==> src/rtl/maze_pkg.sv <==
// Shared definitions for the maze player stage and the display stage that
// reuses the cell lookup.
package maze_pkg;

    // Largest maze edge and the flattened bitmap size that goes with it.
    localparam int MAX_N     = 19;
    localparam int MAP_BITS  = MAX_N * MAX_N;

    // Row and column of the start cell after a map load.
    localparam int START_POS = 1;

    // Game states. IDLE: no valid map. READY: waiting for a button.
    // CHECK: target cell being looked up. WIN: exit reached.
    typedef enum logic [1:0] {
        IDLE  = 2'd0,
        READY = 2'd1,
        CHECK = 2'd2,
        WIN   = 2'd3
    } state_t;

    // Move directions, listed in descending priority.
    typedef enum logic [1:0] {
        DIR_UP    = 2'd0,
        DIR_DOWN  = 2'd1,
        DIR_LEFT  = 2'd2,
        DIR_RIGHT = 2'd3
    } dir_t;

    // A maze edge is usable when it is odd and within 3..MAX_N.
    function automatic logic num_valid(input logic [4:0] n);
        return n[0] && (n >= 5'd3) && (n <= 5'(MAX_N));
    endfunction

endpackage

==> src/rtl/maze_cell_lookup.sv <==
// Combinational cell query: is (row, col) a path cell of an N x N maze, and
// does it lie outside the walkable interior (border ring or beyond).
module maze_cell_lookup
    import maze_pkg::*;
(
    input  logic [MAP_BITS-1:0] map,
    input  logic [4:0]          n,
    input  logic [4:0]          row,
    input  logic [4:0]          col,
    output logic                is_path,
    output logic                off_limits
);

    logic [4:0] lim;
    logic [8:0] idx;

    // Border test first; the bitmap is only consulted for interior cells so
    // the index can never run past the end of the map.
    always_comb begin
        lim        = n - 5'd1;
        off_limits = (row == 5'd0) || (col == 5'd0) || (row >= lim) || (col >= lim);
        idx        = ({4'd0, row} * {4'd0, n}) + {4'd0, col};
        is_path    = 1'b0;
        if (!off_limits) begin
            is_path = map[idx];
        end
    end

endmodule

==> src/rtl/maze_player_ctrl.sv <==
// Player movement and game state: snapshots a generated maze, walks the
// player on button pulses with wall rejection, and tracks steps, time and win.
module maze_player_ctrl
    import maze_pkg::*;
#(
    parameter int CNT_W = 10
) (
    input  logic                clk,
    input  logic                rst_sys_n,
    input  logic                map_load,
    input  logic [MAP_BITS-1:0] map_in,
    input  logic [4:0]          num_in,
    input  logic                btn_up,
    input  logic                btn_down,
    input  logic                btn_left,
    input  logic                btn_right,
    input  logic                tick_1hz,
    output logic [4:0]          player_row,
    output logic [4:0]          player_col,
    output logic [CNT_W-1:0]    step_cnt,
    output logic [CNT_W-1:0]    game_time,
    output logic                active,
    output logic                win,
    output logic                bump,
    output logic [1:0]          state_dbg
);

    localparam logic [CNT_W-1:0] CNT_MAX = '1;

    // Handshake: there is none; map_load, buttons and tick_1hz are
    // single-cycle pulses sampled on the rising edge. A pulse that arrives
    // while the FSM cannot use it is discarded, never held.

    state_t              state_q;
    state_t              state_d;
    logic [MAP_BITS-1:0] map_q;
    logic [4:0]          n_q;
    logic [4:0]          tr_q;
    logic [4:0]          tc_q;
    logic [4:0]          tr_d;
    logic [4:0]          tc_d;
    dir_t                dir;
    logic                move_req;
    logic                load_ok;
    logic                accept;
    logic                reject;
    logic                at_exit;
    logic                is_path;
    logic                off_limits;

    maze_cell_lookup u_lookup (
        .map        (map_q),
        .n          (n_q),
        .row        (tr_q),
        .col        (tc_q),
        .is_path    (is_path),
        .off_limits (off_limits)
    );

    // Pick one direction by priority and form the neighbouring target cell.
    always_comb begin
        move_req = btn_up | btn_down | btn_left | btn_right;
        dir      = DIR_RIGHT;
        if (btn_up) begin
            dir = DIR_UP;
        end else if (btn_down) begin
            dir = DIR_DOWN;
        end else if (btn_left) begin
            dir = DIR_LEFT;
        end
        tr_d = player_row;
        tc_d = player_col;
        case (dir)
            DIR_UP:    tr_d = player_row - 5'd1;
            DIR_DOWN:  tr_d = player_row + 5'd1;
            DIR_LEFT:  tc_d = player_col - 5'd1;
            default:   tc_d = player_col + 5'd1;
        endcase
    end

    // Next-state logic; a map load overrides anything else, including a
    // move still being checked.
    always_comb begin
        state_d = state_q;
        accept  = 1'b0;
        reject  = 1'b0;
        load_ok = num_valid(num_in);
        at_exit = (tr_q == (n_q - 5'd2)) && (tc_q == (n_q - 5'd2));
        if (map_load) begin
            state_d = load_ok ? READY : IDLE;
        end else begin
            case (state_q)
                READY: begin
                    if (move_req) begin
                        state_d = CHECK;
                    end
                end
                CHECK: begin
                    if (off_limits || !is_path) begin
                        reject  = 1'b1;
                        state_d = READY;
                    end else begin
                        accept  = 1'b1;
                        state_d = at_exit ? WIN : READY;
                    end
                end
                default: state_d = state_q;
            endcase
        end
    end

    // State register.
    always_ff @(posedge clk or negedge rst_sys_n) begin
        if (!rst_sys_n) begin
            state_q <= IDLE;
        end else begin
            state_q <= state_d;
        end
    end

    // Snapshot, position, target and counter registers.
    always_ff @(posedge clk or negedge rst_sys_n) begin
        if (!rst_sys_n) begin
            map_q      <= '0;
            n_q        <= '0;
            tr_q       <= '0;
            tc_q       <= '0;
            player_row <= '0;
            player_col <= '0;
            step_cnt   <= '0;
            game_time  <= '0;
            bump       <= 1'b0;
        end else if (map_load) begin
            bump      <= 1'b0;
            step_cnt  <= '0;
            game_time <= '0;
            if (load_ok) begin
                map_q      <= map_in;
                n_q        <= num_in;
                player_row <= 5'(START_POS);
                player_col <= 5'(START_POS);
            end else begin
                map_q      <= '0;
                n_q        <= '0;
                player_row <= '0;
                player_col <= '0;
            end
        end else begin
            bump <= reject;
            if ((state_q == READY) && move_req) begin
                tr_q <= tr_d;
                tc_q <= tc_d;
            end
            if (accept) begin
                player_row <= tr_q;
                player_col <= tc_q;
                if (step_cnt != CNT_MAX) begin
                    step_cnt <= step_cnt + 1'b1;
                end
            end
            // Uses active from before the edge, so the tick that coincides
            // with the winning move still counts.
            if (tick_1hz && active && (game_time != CNT_MAX)) begin
                game_time <= game_time + 1'b1;
            end
        end
    end

    assign active    = (state_q == READY) || (state_q == CHECK);
    assign win       = (state_q == WIN);
    assign state_dbg = state_q;

endmodule

==> config.mk <==
export PLATFORM = sky130hd
export DESIGN_NAME = maze_player_ctrl
export DESIGN_NICKNAME = d
export VERILOG_FILES = /design/src/rtl/maze_pkg.sv /design/src/rtl/maze_cell_lookup.sv /design/src/rtl/maze_player_ctrl.sv
export SDC_FILE = /design/constraint.sdc
export NUM_CORES = 1
export LEC_CHECK = 0
export CAP_MARGIN = 20
export CORE_ASPECT_RATIO = 0.9
export CORE_MARGIN = 8
export CORE_UTILIZATION = 56
export DETAILED_ROUTE_END_ITERATION = 6
export PLACE_DENSITY = 0.95
export SYNTH_ARGS = -nofsm -noshare
export SYNTH_HDL_FRONTEND = slang
export SYNTH_HIERARCHICAL = 1
export SYNTH_SLANG_ARGS = --single-unit
==> constraint.sdc <==
create_clock -name clk -period 8.84 [get_ports clk]
set_clock_uncertainty 0.1 [all_clocks]
set_input_delay 1.768 -clock clk [delete_from_list [all_inputs] [get_ports clk]]
set_output_delay 1.768 -clock clk [all_outputs]
set_load 0.03 [all_outputs]
### Word-level counts from Yosys, hierarchy flattened

Index checks and enable logic that the tools add are counted.

* bits of input ports: 374
* register bits after elaboration: 409

* multiplexer cells: 32
* $mul: 1
* reductions and logical operators: 23
* equal/unequal tests: 10
* bitwise gates (word level): 4
* $add $sub $neg: 9
* magnitude comparators: 5

Operators by type and width (number)
* two-way mux 361 bit: 1
* two-way mux 10 bit: 5
* two-way mux 5 bit: 5
* adder 10 x 1 -> 10 bit, second input constant: 2
* inequality test 10 bit, second input constant: 2
* case mux 5 bit (2 select lines): 2
* subtractor 5 x 1 -> 5 bit, second input constant: 3
* two-way mux 2 bit: 6
* two-way mux 1 bit: 11
* adder 5 x 1 -> 5 bit, second input constant: 2
* == test 5 bit: 2
* greater-or-equal comparator 5 bit: 2
* logical NOT 5 bit: 2
* < comparator 9 x 10 -> 1 bit, second input constant: 1
* adder 9 x 5 -> 9 bit: 1
* binary-select mux 1 bit (select 9 bit): 1
* multiplier 5 x 5 -> 9 bit: 1
* == test 2 bit, second input constant: 3
* logical AND 1 bit: 6
* AND reduction 2 bit: 3
* nonzero test 2 bit: 3
* greater-or-equal comparator 5 x 2 -> 1 bit, second input constant: 1
* <= comparator 5 bit, second input constant: 1
* logical OR 1 bit: 5
* 10 further kinds: 13

### Depth between registers and ports, before layout

* word-level depth: 12
* mapped depth: 22
* gate-level depth less buffers: 18

### Hierarchy

The synthesis kept the hierarchy.

By module, submodules not included
* maze_player_ctrl: cells an instance 1086, instances 1, area each 15278.4 µm², sequential area each 10234.8 µm²
* maze_cell_lookup: cells an instance 410, instances 1, area each 4335.4 µm², sequential area each 0.0 µm²

### Worst setup path after synthesis

No wires, ideal clock.

* path kind: register to register
* from: reg n_q[2]
* to: reg step_cnt[6]
* path buffers: 1
* clock period less this slack: 5.333 ns
* data required time: 8.662 ns
* stages on the path, launching flop included: 18
* data arrival time: 5.155 ns
* slack: 3.507 ns
* path through: dfrtp_1 > clkbuf_1 > nand2_1 > fa_1 > fa_1 > fa_1 > inv_1 > ha_1 > a211oi_1 > o21bai_1 > a21oi_1 > xnor2_1 > or3b_2 > o32ai_1 > nor2b_1 > a21oi_1 > or4b_2 > a21oi_1

* longest elaborated chain between the ends: 12
* elaborated cells between the ends (all ways): 17

RTL lines
* from (decl): RTL line maze_player_ctrl.sv:37 `logic [4:0] n_q;`
* from (signal assigned): RTL line maze_player_ctrl.sv:139 `n_q <= num_in;`
* multiplier 5 x 5 -> 9 bit / subtractor 5 x 1 -> 5 bit (equally long branches): RTL line maze_cell_lookup.sv:22, maze_cell_lookup.sv:20
* adder 9 x 5 -> 9 bit / greater-or-equal comparator 5 bit (equally long branches): RTL line maze_cell_lookup.sv:22, maze_cell_lookup.sv:21
* binary-select mux 1 bit (select 9 bit) / logical OR 1 bit (equally long branches): RTL line maze_cell_lookup.sv:25, maze_cell_lookup.sv:21
* two-way mux 1 bit (not written as such) / logical OR 1 bit (equally long branches): RTL line maze_cell_lookup.sv:25, maze_cell_lookup.sv:21
* two-way mux 1 bit (*): RTL line maze_cell_lookup.sv:24 `if (!off_limits) begin`
* net is_path: RTL line maze_player_ctrl.sv:48 `logic is_path;`
* logical NOT 1 bit (*): RTL line maze_player_ctrl.sv:99 `if (off_limits || !is_path) begin`
* logical OR 1 bit (*): RTL line maze_player_ctrl.sv:99
* two-way mux 1 bit (*): RTL line maze_player_ctrl.sv:99
* two-way mux 1 bit (*): RTL line maze_player_ctrl.sv:92 `case (state_q)`
* two-way mux 1 bit (*): RTL line maze_player_ctrl.sv:89 `if (map_load) begin`
* nonzero test 2 bit (no source line) (*)
* AND reduction 2 bit (no source line) (*)
* to (signal assigned): RTL line maze_player_ctrl.sv:158 `step_cnt <= step_cnt + 1'b1;`
* to (decl): RTL line maze_player_ctrl.sv:20 `output logic [CNT_W-1:0] step_cnt,`

The timed path passes the listed nets; every way through them passes the cells marked *. The select of a mux whose other input is x is not followed.
A chain may end at the register's enable or synchronous reset.

### Final worst setup path

* from: reg tr_q[3]
* to: reg step_cnt[6]

* longest elaborated chain between the ends: 12
* elaborated cells between the ends (all ways): 17

RTL lines
* from (decl): RTL line maze_player_ctrl.sv:38 `logic [4:0] tr_q;`
* from (signal assigned): RTL line maze_player_ctrl.sv:151 `tr_q <= tr_d;`
* multiplier 5 x 5 -> 9 bit / logical NOT 5 bit (equally long branches): RTL line maze_cell_lookup.sv:22, maze_cell_lookup.sv:21
* adder 9 x 5 -> 9 bit / logical OR 1 bit (equally long branches): RTL line maze_cell_lookup.sv:22, maze_cell_lookup.sv:21
* binary-select mux 1 bit (select 9 bit) / logical OR 1 bit (equally long branches): RTL line maze_cell_lookup.sv:25, maze_cell_lookup.sv:21
* two-way mux 1 bit (not written as such) / logical OR 1 bit (equally long branches): RTL line maze_cell_lookup.sv:25, maze_cell_lookup.sv:21
* two-way mux 1 bit (*): RTL line maze_cell_lookup.sv:24
* net is_path: RTL line maze_player_ctrl.sv:48
* logical NOT 1 bit (*): RTL line maze_player_ctrl.sv:99
* logical OR 1 bit (*): RTL line maze_player_ctrl.sv:99
* two-way mux 1 bit (*): RTL line maze_player_ctrl.sv:99
* two-way mux 1 bit (*): RTL line maze_player_ctrl.sv:92
* two-way mux 1 bit (*): RTL line maze_player_ctrl.sv:89
* nonzero test 2 bit (no source line) (*)
* AND reduction 2 bit (no source line) (*)

Marks and branches as above.

==> flow_summary.json <==
{
  "final_layout_size_suffix_gt1_frac": 0.0935,
  "worst_slew_pin_slew_ns": 0.974,
  "hold_viol_final": 0,
  "globalRouteOverflowTotal": 0,
  "die-area_um2": 41300,
  "final_period_minus_worst_setup_slack_ns": 6.82,
  "design.portCount": 409,
  "ctsResizeCount": 0,
  "ir_drop_v": 0.000237,
  "min_period_over_period": 0.771,
  "vias": 15300,
  "post_drt_wl_per_cell_um": 26.3,
  "depth_of_the_worst_register_to_register_path": 18,
  "crit_arrival_ns": 7.18,
  "regToRegStartpoint": "tr_q[3]$_DFFE_PN0P_",
  "postCtsSetupRepairBufs": 0,
  "met2WireLength_um": 30000,
  "antenna_found_initial": 18,
  "initial_utilization": 0.563,
  "critical_path.n_buffers_inverters": 3,
  "top_signal_layer_used": "met5",
  "clkLatencyLatePin_ns": 0.55,
  "yosysTopAreaCell": "sky130_fd_sc_hd__dfrtp_1",
  "grt_start_max_net_pins": 193,
  "yosysMostFrequentCell": "sky130_fd_sc_hd__dfrtp_1",
  "asyncSetResetFlopFracSynth": 1.00,
  "final.hold.worst_slack_ns": 0.404,
  "max_clock_freq_ghz": 0.147,
  "timing.critical_path.from": "tr_q[3]$_DFFE_PN0P_",
  "synth_cell_types": 75,
  "critical_path.cell_chain": "and2_1 > fa_1 > ha_1 > inv_1 > fa_1 > inv_1 > fa_2 > nor2b_1 > a22o_1 > a221oi_1 > o211ai_1 > a21oi_1 > o32ai_1 > nor2b_1 > a21oi_1 > buf_4 > or4b_2 > a21oi_1",
  "worst-path-max-fanout": 30,
  "postRouteWirelength_um": 61800,
  "cts-htree-levels": 2,
  "delay_heaviest_family_cp": "adder cells",
  "depth_of_the_critical_timing_path_with_buffers_and_inverters_included": 18,
  "worst-setup-path-type": "flip-flop to flip-flop",
  "synth.top_cells.by_count": "sky130_fd_sc_hd__dfrtp_1 (409), sky130_fd_sc_hd__a22o_1 (376), sky130_fd_sc_hd__clkbuf_1 (64), sky130_fd_sc_hd__mux4_2 (64), sky130_fd_sc_hd__buf_2 (45)",
  "postSynth.topFlopCell": "sky130_fd_sc_hd__dfrtp_1",
  "route.layer.met1.wl_um": 24100,
  "leakage_nw": 11.2,
  "core_area_um2": 34800,
  "run_status": "complete, no violations",
  "synth_area_per_cell_um2": 13.1,
  "port_buffers": 408,
  "detailedRoute.firstIterationViolations": 1498,
  "clock_path_buffers": 3,
  "clock_tree_from_tritoncts": "yes",
  "synth.net_count": 1923,
  "cpMaxStageDelayCell": "sky130_fd_sc_hd__fa_2",
  "yosys.area.top_type_share": 0.522,
  "worst_setup_path_end_kind": "flip-flop",
  "cp_common_cell": "sky130_fd_sc_hd__a21oi_1",
  "reg2reg_slack_ns": 2.02,
  "finalSetupViolCount": 0,
  "gpl_congestion": 0.902,
  "finalMaxSlewViolations": 0,
  "endpoint": "step_cnt[6]$_DFFE_PN0P_",
  "hp-class": "flip-flop to flip-flop",
  "die_height_um": 194,
  "final_antenna_net_count": 0,
  "rsz0062_at_grt": "false",
  "ys_seq_area_frac": 0.522,
  "hpwlAfterDp_um": 43100,
  "die_w_um": 213,
  "drt_first_pass_iters": 5,
  "placementRows": 65,
  "synth.ff_latch_count": 409,
  "syn_to_final_growth_pct": 29.1,
  "edff_count_synth": 0,
  "root_buffer_selected_by_cts": "sky130_fd_sc_hd__clkbuf_16",
  "via_count_of_the_first_global_routing_pass": 16100,
  "worst_r2r_endpoint": "step_cnt[6]$_DFFE_PN0P_",
  "wl_met3_um": 5710,
  "synth-warning-count": 6,
  "overall_global_routing_resource_usage": 0.293,
  "clk_slew_on_worst_s_h_paths_ns": 0.06,
  "synth.area.top_cells": "sky130_fd_sc_hd__dfrtp_1 (52%), sky130_fd_sc_hd__a22o_1 (17%), sky130_fd_sc_hd__mux4_2 (7.3%)",
  "setup_total_negative_slack_ns": 0,
  "startpoint_type": "flip-flop",
  "num-nets-final": 2265,
  "cp_slowest_stage_delay_ns": 0.97,
  "fillerInstances": 2174,
  "critPathRequiredTime_ns": 9.20,
  "post_synth_inst_count": 1496,
  "remaining_drc_errors": 0,
  "drv_cap": 0,
  "post_synth_design_cell_area_um2": 19600,
  "cts_hold_buf": 0,
  "timing.max_slew.rel_slack": 0.346,
  "avgViaCountPerCell": 6.49,
  "numCtsBuffers": 43,
  "global_route_wire_length_before_repair_um": 94900,
  "tritoncts_sink_count": 409,
  "power_density_over_the_cells_nw_per_um2": 279
}
[layout by cell type (no fill, tap or decap), types with 11 or more instances in the layout]
| master | n |
|---|---|
| sky130_fd_sc_hd__ha_1 | 36 |
| sky130_fd_sc_hd__dfrtp_1 | 409 |
| sky130_fd_sc_hd__nand2b_1 | 13 |
| sky130_fd_sc_hd__diode_2 | 11 |
| sky130_fd_sc_hd__nand2_1 | 26 |
| sky130_fd_sc_hd__o21ai_0 | 26 |
| sky130_fd_sc_hd__nand3_1 | 13 |
| sky130_fd_sc_hd__mux2i_1 | 41 |
| sky130_fd_sc_hd__fa_1 | 13 |
| sky130_fd_sc_hd__a22oi_1 | 18 |
| sky130_fd_sc_hd__inv_1 | 36 |
| sky130_fd_sc_hd__a22o_1 | 376 |
| sky130_fd_sc_hd__clkdlybuf4s50_1 | 407 |
| sky130_fd_sc_hd__xnor2_1 | 13 |
| sky130_fd_sc_hd__buf_4 | 11 |
| sky130_fd_sc_hd__and2_1 | 22 |
| sky130_fd_sc_hd__clkbuf_16 | 44 |
| sky130_fd_sc_hd__clkbuf_1 | 13 |
| sky130_fd_sc_hd__a21oi_1 | 38 |
| sky130_fd_sc_hd__a221oi_1 | 13 |
| sky130_fd_sc_hd__nor2b_1 | 14 |
| sky130_fd_sc_hd__nor2_1 | 35 |
| sky130_fd_sc_hd__mux4_2 | 64 |
[worst min path at each step]
stage,to,start,cells past startpoint
2_1_floorplan,map_q[102]$_DFFE_PN0P_,map_q[102]$_DFFE_PN0P_,1
5_1_grt,map_q[246]$_DFFE_PN0P_,map_q[246]$_DFFE_PN0P_,1
6_report,map_q[309]$_DFFE_PN0P_,map_q[309]$_DFFE_PN0P_,1
3_3_place_gp,map_q[236]$_DFFE_PN0P_,map_q[236]$_DFFE_PN0P_,1
3_5_place_dp,map_q[237]$_DFFE_PN0P_,map_q[237]$_DFFE_PN0P_,1
4_1_cts,map_q[110]$_DFFE_PN0P_,map_q[110]$_DFFE_PN0P_,1
[report_power, final]
part           total [mW]  leakage [nW]  switching [mW]  internal [mW]
clock network        1.83         0.703           0.751           1.08
logic                3.01          5.05            1.73           1.28
registers            2.22          5.48           0.186           2.03
[per-layer routing]
| metal | track usage | vias up |
|---|---|---|
| li1 | - | 6569 |
| met1 | 0.382 | 7715 |
| met2 | 0.473 | 832 |
| met3 | 0.0743 | 139 |
| met4 | 0.103 | 10 |
| met5 | 0 | - |
[cell families (layout without fill, tap and decap cells)]
family,Yosys count,count (layout),synth area share
AO/OA/AOI/OAI,538,538,0.226
flip-flops,409,409,0.522
AND/OR/NAND/NOR,190,190,0.0549
buffers and inverters,163,538,0.0407
multiplexers,119,119,0.107
adder cells (fa/ha/maj),53,53,0.0392
XOR/XNOR,24,24,0.0107
other,0,11,0
[layout make-up]
type                    instances  area [µm²]  share of cell area
diodes                         11        27.5             0.00109
clock buffers                  65        1260              0.0498
clock inverters                13         169             0.00667
inverters                      37         146             0.00578
multi-input cells             924        8640               0.341
flip-flops and latches        409       10200               0.404
well taps                     469         587              0.0232
repair buffers                423        4260               0.168
[metrics by stage]
step	worst slack, ns	area [µm²]	total power [mW]	std cells	utilization
finish	2.02	25300	7.05	2351	0.727
detailed placement	2.14	23800	5.20	2261	0.685
global route	1.83	25300	7.36	2349	0.727
global placement	2.32	23800	5.11	2261	0.685
floorplan	3.51	19600	4.26	1496	-
CTS	2.11	25300	7.04	2339	0.726
[sequential cells by signal, summed over array words and instances, names as in the netlist, 2 cells and up]
signal and count:
map_q 361, game_time 10, step_cnt 10, n_q 5, player_col 5, player_row 5
tc_q 5, tr_q 5, state_dbg 2
(Power assumes the default switching activity.)
